==> config.mk <==
export PLATFORM = sky130hd
export DESIGN_NAME = act_nz_scanner
export DESIGN_NICKNAME = d
export VERILOG_FILES = /design/src/rtl/act_nz_scanner.sv
export SDC_FILE = /design/constraint.sdc
export NUM_CORES = 1
export LEC_CHECK = 0
export CORE_UTILIZATION = 30
export CTS_CLUSTER_DIAMETER = 80
export CTS_CLUSTER_SIZE = 28
export DETAILED_ROUTE_END_ITERATION = 6
export PLACE_DENSITY = 0.64
export SYNTH_ARGS = -nofsm -noshare
export SYNTH_HDL_FRONTEND = slang
export SYNTH_SLANG_ARGS = --single-unit
==> constraint.sdc <==
create_clock -name clk -period 7.7 [get_ports clk]
set_clock_uncertainty 0.2 [all_clocks]
set_input_delay 1.155 -clock clk [delete_from_list [all_inputs] [get_ports clk]]
set_output_delay 1.155 -clock clk [all_outputs]
set_load 0.005 [all_outputs]
==> src/rtl/act_nz_scanner.sv <==
// act_nz_scanner: walks the zero-flag vector of an activation register file
// and streams out every nonzero activation (index + value), lowest index first,
// over a valid/ready output port. One read and one emitted activation per
// cycle when the consumer keeps out_ready high.
//
// Handshake: an activation is transferred on a rising edge where
// out_valid=1 and out_ready=1. While out_valid=1 and out_ready=0 the payload
// (out_idx, out_data, out_last) holds stable. out_valid never drops without
// a transfer.
module act_nz_scanner #(
  parameter int ACT_NO = 16,
  parameter int ACT_W  = 4,
  parameter int DATA_W = 16
) (
  input  logic              clk,
  input  logic              rst,
  input  logic              start,
  input  logic [ACT_NO-1:0] in_act_zeros,
  output logic              in_act_read_en,
  output logic [ACT_W-1:0]  in_act_read_addr,
  input  logic [DATA_W-1:0] in_act_read_data,
  output logic              out_valid,
  input  logic              out_ready,
  output logic [ACT_W-1:0]  out_idx,
  output logic [DATA_W-1:0] out_data,
  output logic              out_last,
  output logic              busy,
  output logic              done,
  output logic [ACT_W:0]    nnz_cnt
);

  typedef enum logic {IDLE = 1'b0, SCAN = 1'b1} state_t;

  localparam logic [ACT_NO-1:0] ONE = ACT_NO'(1);

  state_t              state_q, state_d;
  logic [ACT_NO-1:0]   pending_q;
  logic [ACT_NO-1:0]   pending_rest;   // pending with its lowest set bit cleared
  logic [ACT_W-1:0]    low_idx;
  logic [ACT_W:0]      pop_cnt;
  logic                slot_free;      // output register can take a new entry
  logic                issue;
  logic                finish;

  // Lowest set index of pending; later (lower) matches overwrite earlier ones.
  always_comb begin
    low_idx = '0;
    for (int i = ACT_NO - 1; i >= 0; i--) begin
      if (pending_q[i]) low_idx = ACT_W'(i);
    end
  end

  // Number of nonzero entries in the incoming zero-flag vector.
  always_comb begin
    pop_cnt = '0;
    for (int i = 0; i < ACT_NO; i++) begin
      pop_cnt = pop_cnt + (ACT_W+1)'(~in_act_zeros[i]);
    end
  end

  // Scan control terms; reads are suppressed while reset is asserted.
  always_comb begin
    pending_rest = pending_q & (pending_q - ONE);
    slot_free    = !out_valid || out_ready;
    issue        = !rst && (state_q == SCAN) && (pending_q != '0) && slot_free;
    finish       = (state_q == SCAN) && (pending_q == '0) && slot_free;
  end

  // State register.
  always_ff @(posedge clk) begin
    if (rst) state_q <= IDLE;
    else     state_q <= state_d;
  end

  // Next-state logic.
  always_comb begin
    state_d = state_q;
    case (state_q)
      IDLE:    if (start)  state_d = SCAN;
      SCAN:    if (finish) state_d = IDLE;
      default: state_d = IDLE;
    endcase
  end

  // FSM outputs: read port and busy flag.
  always_comb begin
    busy             = (state_q == SCAN);
    in_act_read_en   = issue;
    in_act_read_addr = issue ? low_idx : '0;
  end

  // Pending mask, output register and completion pulse.
  always_ff @(posedge clk) begin
    if (rst) begin
      pending_q <= '0;
      nnz_cnt   <= '0;
      out_valid <= 1'b0;
      out_idx   <= '0;
      out_data  <= '0;
      out_last  <= 1'b0;
      done      <= 1'b0;
    end else begin
      done <= 1'b0;
      if ((state_q == IDLE) && start) begin
        pending_q <= ~in_act_zeros;
        nnz_cnt   <= pop_cnt;
      end
      if (issue) begin
        pending_q <= pending_rest;
        out_valid <= 1'b1;
        out_idx   <= low_idx;
        out_data  <= in_act_read_data;
        out_last  <= (pending_rest == '0);
      end else if (out_valid && out_ready) begin
        // Transfer with nothing new to show: drop valid and last together so
        // out_last never lingers outside a scan.
        out_valid <= 1'b0;
        out_last  <= 1'b0;
      end
      if (finish) begin
        done      <= 1'b1;
        out_valid <= 1'b0;
        out_last  <= 1'b0;
      end
    end
  end

endmodule

==> flow_summary.ini <==
[timing]
min_period_over_period_pct = 68.2
setup_tns_ns = 0
max_slew_headroom_at_the_worst_pin_pct = 36.7
finalMaxSlewViolations = 0
max_slew.worst_pin.slew_ns = 0.950
min_period_ns = 5.25
setup_violations = 0
setup_repair_after_global_routing_missed_its_margin = false
achievable-frequency_mhz = 190
hold_viol = 0
fin_worst_hold_slack_ns = 0.263

[cells_and_area]
finish.cell_count_without_fillers = 479
area_of_combinational_cells_with_multiple_inputs_um2 = 1410
post_route_cells_drive_above_1_share_pct = 4.77
final.fill_count = 845
diodes = 0
final_cell_area_um2 = 3330
synthToLayoutAreaGrowth_pct = 34.9
final-seq-area_um2 = 901
finish.net_count = 427

[hold_path]
holdCritPathClass = register to register
hold_path.startpoint = out_idx[3]
whs_endpoint = out_idx[3]
worst_hold_path.num_cells = 1

[logic_synthesis]
ys_async_sr_fraction_pct = 0
mappedNetlistArea_um2 = 2470
yosys.area.top_type = dfxtp_1
avgSynthCellArea_um2 = 7.89
most_numerous_cell_in_the_yosys_netlist = nand2_1
synthesized_instance_count = 313
synth.lib_cells_used.distinct = 41
post-synth-top-area-fraction_pct = 36.5
primary_ff_master_synth = dfxtp_1
yosysWarnings = 0
yosys_register_bits = 45
mappedNetlistNets = 364
synth_sequential_area_ratio_pct = 36.5
synth_commonest_cells = nand2_1 (55), dfxtp_1 (45), nor2_1 (37)
synth_enable_flop_cells = 0
post_synth_main_area_contributors = dfxtp_1 (36%), nand2_1 (8.4%), fa_1 (8.1%)

[clocking]
resized_cells_post_cts = 0
clock_sinks = 45
cts_buffers = 5
worst_skew_pair.late_latency_ns = 0.30
tritoncts = built
ctsHoldBuffers = 0
cts.reportedPaths.clkPinSlew_ns = 0.08
h-tree-depth = 2
post-cts-setup-buffers = 0
cts_buffer_depth = 2
cts_root_buf = clkbuf_8

[worst_setup_path]
reg2reg_end = pending_q[5]
crit_arrival_ns = 3.90
regToRegStartpoint = pending_q[4]
critical_path.max_fanout = 46
r2r_cells = 5
type_of_the_setup_path_with_the_least_slack = input port to output pin
critical_path_capture_point_type = output pin
r2r_slack_ns = 4.93
worstPathRequired_ns = 6.34
critical_path_launch_point_type = input port

[floorplan]
initial_utilization_pct = 31.5
num_io_pins = 70
floorplan.die_area_um2 = 8600
row_count = 32
chipWidth_um = 92.7
placeable_core_area_um2 = 7850
die_h_um = 92.7

[drt]
overall_routed_net_length_um = 6300
routedWlPerCell_um = 13.2
ant_nets = 0
dr_total_vias = 2293
drt-vias-per-instance = 4.79
number_of_design_rule_violations_left_after_detail_routing = 0
drtIter0Drc = 95
first_pass_iters = 4

[status]
outcome = completed

[placement]
io_buffers = 69
numPlacedInstances = 471
post_dp_cell_area_um2 = 3240
gp_routability_congestion = 0.837
post-dp-hpwl_um = 4660

[global_routing]
grt_pass1_wl_um = 10700
grt-ovfl-total = 0
antenna_violations_before_repair = 0
grt_usage_pct = 15.8
vias_in_the_first_global_route = 2215
grt_max_degree = 47

[power]
totalPowerFinal_w = 0.000657
power.density_nw_per_um2 = 197
vdd_ir_drop_max_v = 0.0000822
leakage_nw = 1.38

[run]
drv_cap = 0
metrics by stage:
step                util (%)  worst slack (ns)
global placement        41.3              2.56
global route            42.5              2.11
CTS                     42.5              2.44
finish                  42.5              2.45
floorplan                  -              3.23
detailed placement      41.3              2.44
worst max path at each step:
stage / end / from / slack [ns] / cells past startpoint
3_5_place_dp: in_act_read_addr[1] / rst / 2.44 / 8
4_1_cts: in_act_read_addr[1] / rst / 2.44 / 8
5_1_grt: in_act_read_addr[1] / out_ready / 2.11 / 8
3_3_place_gp: in_act_read_addr[1] / rst / 2.56 / 8
6_report: in_act_read_addr[1] / rst / 2.45 / 8
2_1_floorplan: nnz_cnt[3] / in_act_zeros[0] / 3.23 / 13
critical path: stages:
cell	delay (ns)
clkdlybuf4s50_1	0.39
buf_4	0.27
nor3b_1	0.39
nand2_1	0.23
inv_1	0.62
nand2_1	0.12
a21oi_1	0.19
clkdlybuf4s50_1	0.53
placed cells by master (no fill, tap or decap), types with 3 or more instances in the layout:
master           instances
a21o_1                   5
a21oi_1                 31
a31oi_1                  4
and3_1                   3
clkbuf_8                 5
clkdlybuf4s50_1         69
dfxtp_1                 45
fa_1                    10
ha_1                     5
inv_1                   25
nand2_1                 55
nand2b_1                 6
nand3b_1                17
nor2_1                  37
o21ai_0                 18
kinds of logic after synthesis:
logic type | after synthesis | synth area share [%]
buffers and inverters | 40 | 6.38
AND/OR/NAND/NOR | 137 | 27.8
adder cells (fa/ha/maj) | 15 | 10.6
flip-flops | 45 | 36.5
AO/OA/AOI/OAI | 75 | 18.4
XOR/XNOR | 1 | 0.355
flip-flops by register name, summed over array words and instances (netlist names):
name	count
done	1
out_last	1
busy	1
out_valid	1
nnz_cnt	5
out_data	16
out_idx	4
pending_q	16
per-layer routing:
layer  part of all wire (%)  up-vias  GRT usage, %
li1                       -     1174             -
met1                     46     1062          21.6
met2                     48       50          25.0
met3                    4.8        7          2.55
met4                    1.4        0          5.64
met5                      0        -             0
layout make-up:
class | count | area share [%]
tap | 102 | 3.83
sequential | 45 | 27.0
clock buffer | 5 | 2.07
multi-input combinational | 228 | 42.4
inverter | 25 | 2.82
timing repair buffer | 71 | 21.2
clock inverter | 3 | 0.638
where the power goes:
part           switching [W]  internal (W)  leakage [nW]  total [W]
registers          0.0000185      0.000254         0.369   0.000273
clock network      0.0000860     0.0000645        0.0445   0.000151
logic               0.000115      0.000119         0.963   0.000234
total               0.000219      0.000438          1.38   0.000657
Note: power is estimated with default switching activity, not from simulation.
